<file path="config.mk">
export PLATFORM = sky130hd
export DESIGN_NAME = draw_tank_flat
export DESIGN_NICKNAME = d
export VERILOG_FILES = /design/src/rtl/draw_tank_pkg.sv /design/src/rtl/draw_tank_if.sv /design/src/rtl/signal_delay.sv /design/src/rtl/draw_tank.sv /design/src/flat_wrapper.sv
export SDC_FILE = /design/constraint.sdc
export NUM_CORES = 1
export LEC_CHECK = 0
export ABC_CLOCK_PERIOD_IN_PS = 1700
export CORE_ASPECT_RATIO = 1.4
export CORE_MARGIN = 2
export CORE_UTILIZATION = 35
export DETAILED_ROUTE_END_ITERATION = 10
export DONT_BUFFER_PORTS = 1
export HOLD_SLACK_MARGIN = 0.06
export REMOVE_ABC_BUFFERS = 1
export SYNTH_ARGS = -nofsm -noshare
export SYNTH_HDL_FRONTEND = slang
export SYNTH_SLANG_ARGS = --single-unit
</file>
<file path="constraint.sdc">
create_clock -name clk -period 1.7 [get_ports clk]
set_input_delay 0.17 -clock clk [delete_from_list [all_inputs] [get_ports clk]]
set_output_delay 0.17 -clock clk [all_outputs]
set_load 0.1 [all_outputs]
</file>
<file path="src/rtl/draw_tank_pkg.sv">
// rtl/draw_tank_pkg.sv - shared encodings and sizes for the tank sprite compositor
// Window test helper keeps the 12-bit no-wrap arithmetic in one place.
package draw_tank_pkg;

    typedef enum logic [1:0] {
        DIR_UP    = 2'd0,
        DIR_DOWN  = 2'd1,
        DIR_RIGHT = 2'd2,
        DIR_LEFT  = 2'd3
    } dir_t;

    localparam int          SPRITE_SIZE   = 64;
    localparam int          ADDR_W        = 12;
    localparam int          RGB_W         = 12;
    localparam int          COORD_W       = 11;
    localparam logic [11:0] KEY_COLOR_DEF = 12'hF0F;

    // One extra bit so a sprite hanging past 2047 never wraps back to 0.
    function automatic logic in_span(input logic [COORD_W-1:0] c,
                                     input logic [COORD_W-1:0] p,
                                     input logic [COORD_W:0]   len);
        return ({1'b0, c} >= {1'b0, p}) && ({1'b0, c} < ({1'b0, p} + len));
    endfunction

endpackage

</file>
<file path="src/rtl/draw_tank_if.sv">
// rtl/draw_tank_if.sv - image ROM bus: address out, four image words back
// The master side is the compositor, the slave side is the external selector/ROMs.
interface draw_tank_if;
    import draw_tank_pkg::*;

    logic [ADDR_W-1:0] address;
    logic [RGB_W-1:0]  rgb0;
    logic [RGB_W-1:0]  rgb1;
    logic [RGB_W-1:0]  rgb2;
    logic [RGB_W-1:0]  rgb3;

    modport master (
        output address,
        input  rgb0,
        input  rgb1,
        input  rgb2,
        input  rgb3
    );

    modport slave (
        input  address,
        output rgb0,
        output rgb1,
        output rgb2,
        output rgb3
    );

endinterface

</file>
<file path="src/rtl/signal_delay.sv">
// rtl/signal_delay.sv - fixed-depth shift register with asynchronous active-low clear
module signal_delay #(
    parameter int WIDTH = 1,
    parameter int DEPTH = 3
) (
    input  logic             clk,
    input  logic             rst_n,
    input  logic [WIDTH-1:0] din,
    output logic [WIDTH-1:0] dout
);

    logic [WIDTH-1:0] sr [DEPTH];

    always_ff @(posedge clk or negedge rst_n) begin
        if (!rst_n) begin
            for (int i = 0; i < DEPTH; i++) begin
                sr[i] <= '0;
            end
        end else begin
            sr[0] <= din;
            for (int i = 1; i < DEPTH; i++) begin
                sr[i] <= sr[i-1];
            end
        end
    end

    assign dout = sr[DEPTH-1];

endmodule

</file>
<file path="src/rtl/draw_tank.sv">
// rtl/draw_tank.sv - 3-stage tank sprite compositor over a VGA pixel stream
// Define TANK_TRANSPARENCY_EN to let KEY_COLOR ROM pixels show the background.
module draw_tank
    import draw_tank_pkg::*;
#(
    parameter int          SPRITE_W  = 64,
    parameter int          SPRITE_H  = 64,
    parameter logic [11:0] KEY_COLOR = KEY_COLOR_DEF
) (
    input  logic               clk,
    input  logic               rst_n,
    input  logic [COORD_W-1:0] hcount_in,
    input  logic [COORD_W-1:0] vcount_in,
    input  logic               hsync_in,
    input  logic               vsync_in,
    input  logic               hblnk_in,
    input  logic               vblnk_in,
    input  logic [RGB_W-1:0]   rgb_in,
    input  logic [COORD_W-1:0] xpos,
    input  logic [COORD_W-1:0] ypos,
    input  logic [1:0]         direction,
    output logic [COORD_W-1:0] hcount_out,
    output logic [COORD_W-1:0] vcount_out,
    output logic               hsync_out,
    output logic               vsync_out,
    output logic               hblnk_out,
    output logic               vblnk_out,
    output logic [RGB_W-1:0]   rgb_out,
    draw_tank_if.master        rom
);

    localparam int COL_BITS = $clog2(SPRITE_W);
    localparam int ROW_BITS = $clog2(SPRITE_H);
    localparam int TIM_W    = 2 * COORD_W + 4;

`ifdef TANK_TRANSPARENCY_EN
    localparam bit TRANSP_EN = 1'b1;
`else
    localparam bit TRANSP_EN = 1'b0;
`endif

    // Timing and counters travel untouched through a plain delay line.
    logic [TIM_W-1:0] tim_d;

    signal_delay #(
        .WIDTH (TIM_W),
        .DEPTH (3)
    ) u_timing_delay (
        .clk   (clk),
        .rst_n (rst_n),
        .din   ({hcount_in, vcount_in, hsync_in, vsync_in, hblnk_in, vblnk_in}),
        .dout  (tim_d)
    );

    assign {hcount_out, vcount_out, hsync_out, vsync_out, hblnk_out, vblnk_out} = tim_d;

    // Image choice is latched once per frame so a visible frame never switches sprites.
    logic vblnk_q;
    dir_t dir_q;

    always_ff @(posedge clk or negedge rst_n) begin
        if (!rst_n) begin
            vblnk_q <= 1'b0;
            dir_q   <= DIR_UP;
        end else begin
            vblnk_q <= vblnk_in;
            if (vblnk_in && !vblnk_q) begin
                dir_q <= dir_t'(direction);
            end
        end
    end

    logic                win_c;
    logic [COL_BITS-1:0] dcol;
    logic [ROW_BITS-1:0] drow;

    assign win_c = in_span(hcount_in, xpos, (COORD_W+1)'(SPRITE_W)) &&
                   in_span(vcount_in, ypos, (COORD_W+1)'(SPRITE_H));
    assign dcol  = hcount_in[COL_BITS-1:0] - xpos[COL_BITS-1:0];
    assign drow  = vcount_in[ROW_BITS-1:0] - ypos[ROW_BITS-1:0];

    logic              win1, win2;
    logic              blnk1, blnk2;
    logic [RGB_W-1:0]  rgb1, rgb2;
    logic [ADDR_W-1:0] addr_q;

    always_ff @(posedge clk or negedge rst_n) begin
        if (!rst_n) begin
            win1   <= 1'b0;
            blnk1  <= 1'b0;
            rgb1   <= '0;
            addr_q <= '0;
            win2   <= 1'b0;
            blnk2  <= 1'b0;
            rgb2   <= '0;
        end else begin
            win1   <= win_c;
            blnk1  <= hblnk_in || vblnk_in;
            rgb1   <= rgb_in;
            addr_q <= win_c ? {drow, dcol} : '0;
            win2   <= win1;
            blnk2  <= blnk1;
            rgb2   <= rgb1;
        end
    end

    assign rom.address = addr_q;

    logic [RGB_W-1:0] rom_px;
    logic             use_rom;

    always_comb begin
        rom_px = rom.rgb0;
        case (dir_q)
            DIR_UP:    rom_px = rom.rgb0;
            DIR_DOWN:  rom_px = rom.rgb1;
            DIR_RIGHT: rom_px = rom.rgb2;
            DIR_LEFT:  rom_px = rom.rgb3;
            default:   rom_px = rom.rgb0;
        endcase
    end

    assign use_rom = win2 && !(TRANSP_EN && (rom_px == KEY_COLOR));

    always_ff @(posedge clk or negedge rst_n) begin
        if (!rst_n) begin
            rgb_out <= '0;
        end else if (blnk2) begin
            rgb_out <= '0;
        end else begin
            rgb_out <= use_rom ? rom_px : rgb2;
        end
    end

endmodule

</file>
<file path="src/flat_wrapper.sv">
// flat-port wrapper written by rule: the top's interface ports become plain ports
module draw_tank_flat import draw_tank_pkg::*;
#(
    parameter int          SPRITE_W  = 64,
    parameter int          SPRITE_H  = 64,
    parameter logic [11:0] KEY_COLOR = KEY_COLOR_DEF
)
  (clk, rst_n, hcount_in, vcount_in, hsync_in, vsync_in, hblnk_in, vblnk_in, rgb_in, xpos, ypos, direction, hcount_out, vcount_out, hsync_out, vsync_out, hblnk_out, vblnk_out, rgb_out, rom_address, rom_rgb0, rom_rgb1, rom_rgb2, rom_rgb3);
  draw_tank_if rom_i ();
  input  logic clk;
  input  logic rst_n;
  input  logic [COORD_W-1:0] hcount_in;
  input  logic [COORD_W-1:0] vcount_in;
  input  logic hsync_in;
  input  logic vsync_in;
  input  logic hblnk_in;
  input  logic vblnk_in;
  input  logic [RGB_W-1:0] rgb_in;
  input  logic [COORD_W-1:0] xpos;
  input  logic [COORD_W-1:0] ypos;
  input  logic [1:0] direction;
  output logic [COORD_W-1:0] hcount_out;
  output logic [COORD_W-1:0] vcount_out;
  output logic hsync_out;
  output logic vsync_out;
  output logic hblnk_out;
  output logic vblnk_out;
  output logic [RGB_W-1:0] rgb_out;
  output wire logic [$bits(rom_i.address)-1:0] rom_address;
  input wire logic [$bits(rom_i.rgb0)-1:0] rom_rgb0;
  input wire logic [$bits(rom_i.rgb1)-1:0] rom_rgb1;
  input wire logic [$bits(rom_i.rgb2)-1:0] rom_rgb2;
  input wire logic [$bits(rom_i.rgb3)-1:0] rom_rgb3;
  assign rom_address = rom_i.address;
  assign rom_i.rgb0 = rom_rgb0;
  assign rom_i.rgb1 = rom_rgb1;
  assign rom_i.rgb2 = rom_rgb2;
  assign rom_i.rgb3 = rom_rgb3;
  draw_tank #(.SPRITE_W(SPRITE_W), .SPRITE_H(SPRITE_H), .KEY_COLOR(KEY_COLOR)) u_core (.clk(clk), .rst_n(rst_n), .hcount_in(hcount_in), .vcount_in(vcount_in), .hsync_in(hsync_in), .vsync_in(vsync_in), .hblnk_in(hblnk_in), .vblnk_in(vblnk_in), .rgb_in(rgb_in), .xpos(xpos), .ypos(ypos), .direction(direction), .hcount_out(hcount_out), .vcount_out(vcount_out), .hsync_out(hsync_out), .vsync_out(vsync_out), .hblnk_out(hblnk_out), .vblnk_out(vblnk_out), .rgb_out(rgb_out), .rom(rom_i));
endmodule
</file>
==> impl_metrics.tcl <==
set metrics [dict create \
    routed_wl_um 11900 \
    utilization 0.484 \
    multi_input_area_mm2 0.00187 \
    clock_skew_ps 9.96 \
    cp-start-kind "input pin" \
    crit_chain "ha_4, nand3_4, xnor2_2, ha_4, a21oi_2, a32oi_1, a2111o_1, a31o_4, buf_16, nor4_2" \
    route.detailed.drc 0 \
    cp_max_fo 6 \
    end_kind "flop" \
    slowest_delay_ps 430 \
    antenna_cells 0 \
    yosysMostFrequentCell "dfrtp_1" \
    slowest_stage "a2111o_1" \
    die-width_um 108 \
    drive_gt1_frac 0.320 \
    synthDistinctLibCells 46 \
    cp_top_family "compound AO/OA/AOI/OAI gates" \
    fillerInstances 1318 \
    violations "hold timing, setup timing" \
    die_h_um 149 \
    synth_warnings 0 \
    slew_headroom 0.627 \
    finalCriticalPeriod_ps 1790 \
    worstPathRequired_ps 2010 \
    setup.worst_path.class "input pin to flop" \
    hold-worst-slack_ps -547 \
    leakage_nw 3.27 \
    vias_per_cell 4.72 \
    synth_common_cells "132 x dfrtp_1, 34 x ha_1, 31 x inv_1" \
    dp_hpwl_um 8460 \
    firstDrtPassIters 5 \
    grt_max_degree 133 \
    power_mw 8.26 \
    start_util 0.354 \
    yosysTopAreaCellShare 0.629 \
    hold_class "input pin to asynchronous set/reset pin" \
    ys_top_cells_by_area "dfrtp_1 63%, ha_1 8.1%, mux4_2 5.1%" \
    clkTransAtPathRegs_ps 60 \
    place.gp.congestion 0.770 \
    cpMostUsedCell "ha_4" \
    postSynth.asyncResetShare 1.00 \
    ys_ff_latch 132 \
    grt_pass1_vias 3606 \
    final_nets 625 \
    worst-path-buf-inv 1 \
    tightest_slew_ps 559 \
    cts.path.max_buffers 2 \
    drtIter0Drc 157 \
    ctsHoldBuffers 41 \
    ir_drop_uv 562 \
    synth.largest_area_cell "dfrtp_1" \
    antenna_found_initial 0 \
    num_rows 53 \
    synth_edf_count 0 \
    grt_setup_unrepaired "true" \
    hold_viol 132 \
    final-seq-area_mm2 0.00330 \
    htree_levels 4 \
    avgSynthCellArea_um2 14.3 \
    grt_overflow_total 0 \
    dp_slack_ps -598 \
    critPathArrivalTime_ps 2090 \
    finalCritPeriodShare 1.05 \
    fin_ws_ps -86.2 \
    ant_nets 0 \
    setup_viol 8 \
    cts_made_buffers 17 \
    synth_ff_type "dfrtp_1" \
    insertion_delay_ps 410 \
    grt_pass1_wl_um 18300 \
    status "complete, but fails checks" \
    track_usage 0.153 \
    routedWlPerCell_um 17.5 \
    netlist_instances 366 \
    io_buffers 0 \
    ys_seq_area_frac 0.629 \
    cts_tree "yes" \
    clock_tree.root_cell "clkbuf_16" \
    drv_cap 0 \
    clkSinkCount 132 \
    core_mm2 0.0149 \
    p_per_area_mw_per_mm2 1150 \
    num_io_pins 162 \
    die-area_mm2 0.0160 \
    syn_area_mm2 0.00525 \
    slew_violations 0 \
    vias 3221 \
    area_growth_pct 36.8 \
    fmax_ghz 0.560 \
]
## cell type report
cell class,instances,area share
clock buffer,18,0.0611
clock inverter,14,0.0186
inverter,31,0.0162
multi-input combinational,174,0.260
sequential,132,0.460
tap,192,0.0334
timing repair buffer,121,0.151
## logic make-up after synthesis
family,Yosys count,share of synthesized area
AO/OA/AOI/OAI,41,0.0522
AND/OR/NAND/NOR,58,0.0691
flip-flops,132,0.629
XOR/XNOR,13,0.0217
multiplexers,26,0.0786
adder cells (fa/ha/maj),36,0.0886
buffers and inverters,60,0.0608
## registers in the layout, indices dropped and copies added (netlist names)
| signal | cells |
|---|---|
| u_core.blnk1 | 1 |
| u_core.blnk2 | 1 |
| u_core.dir_q | 2 |
| u_core.rgb1 | 12 |
| u_core.rgb2 | 12 |
| u_core.rgb_out | 12 |
| u_core.rom.address | 12 |
| u_core.u_timing_delay.dout | 26 |
| u_core.u_timing_delay.sr | 52 |
| u_core.use_rom | 1 |
| u_core.win1 | 1 |
## metrics by stage
step | setup TNS, ps | hold WS [ps] | area [um^2] | cells
after floorplan | -10760 | -126 | 5050 | 337
after global placement | -6420 | -123 | 5900 | 604
after detailed placement | -7460 | -123 | 5900 | 604
after CTS | -764 | -565 | 7000 | 680
after global routing | -1370 | -573 | 7180 | 682
final | -435 | -547 | 7180 | 682
## layer usage
metal / part of all wire / wire (um) / global-route usage / up-vias
met5: 0 / 0 / 0 / -
met1: 0.36 / 4260 / 0.164 / 1590
met3: 0.094 / 1120 / 0.0599 / 14
met2: 0.54 / 6430 / 0.276 / 139
met4: 0.011 / 129 / 0.0423 / 0
li1: - / - / - / 1478
## power breakdown
group          internal, mW  switching, mW
clock                  1.97           1.49
sequential             3.30         0.0650
combinational         0.575          0.855
total                  5.84           2.41
## worst paths after layout
kind | slack (ps) | start | end | depth (start not counted)
min in group clk | 90 | xpos[0] | u_core.rom.address[0] | 3
max reg2reg | 240 | u_core.dir_q[1] | u_core.rgb_out[6] | 3
min | -550 | rst_n | u_core.rgb2[2] | 0
max | -90 | ypos[6] | u_core.rom.address[6] | 10
min reg2reg | 340 | u_core.u_timing_delay.sr[68] | u_core.u_timing_delay.sr[42] | 0
max in group asynchronous | 2060 | rst_n | u_core.u_timing_delay.sr[61] | 0
## layout by cell type (no fill, tap or decap), types with 4 or more instances in the layout
cell type,netlist,layout
a21o_1,6,6
a21oi_1,14,10
a21oi_2,0,4
buf_4,22,75
clkbuf_16,0,18
clkinv_4,0,4
dfrtp_1,132,132
dlygate4sd3_1,0,41
ha_1,34,29
ha_4,0,4
inv_1,31,31
inv_6,0,6
mux2i_1,12,12
mux4_2,12,12
nand2_1,5,5
nand3_1,10,8
nor2_1,16,16
nor4_4,0,9
o21ai_0,5,4
xnor2_1,11,9
## repair_timing
item / CTS / global route
setup endpoints to repair: 13 / 13
hold endpoints to repair: 174 / 132
cloned: 1 / 1
setup buffers: 2 / 1
gates resized for setup: 14 / 20
pin swaps: 7 / 18
Note: power is estimated with default switching activity, not from simulation.
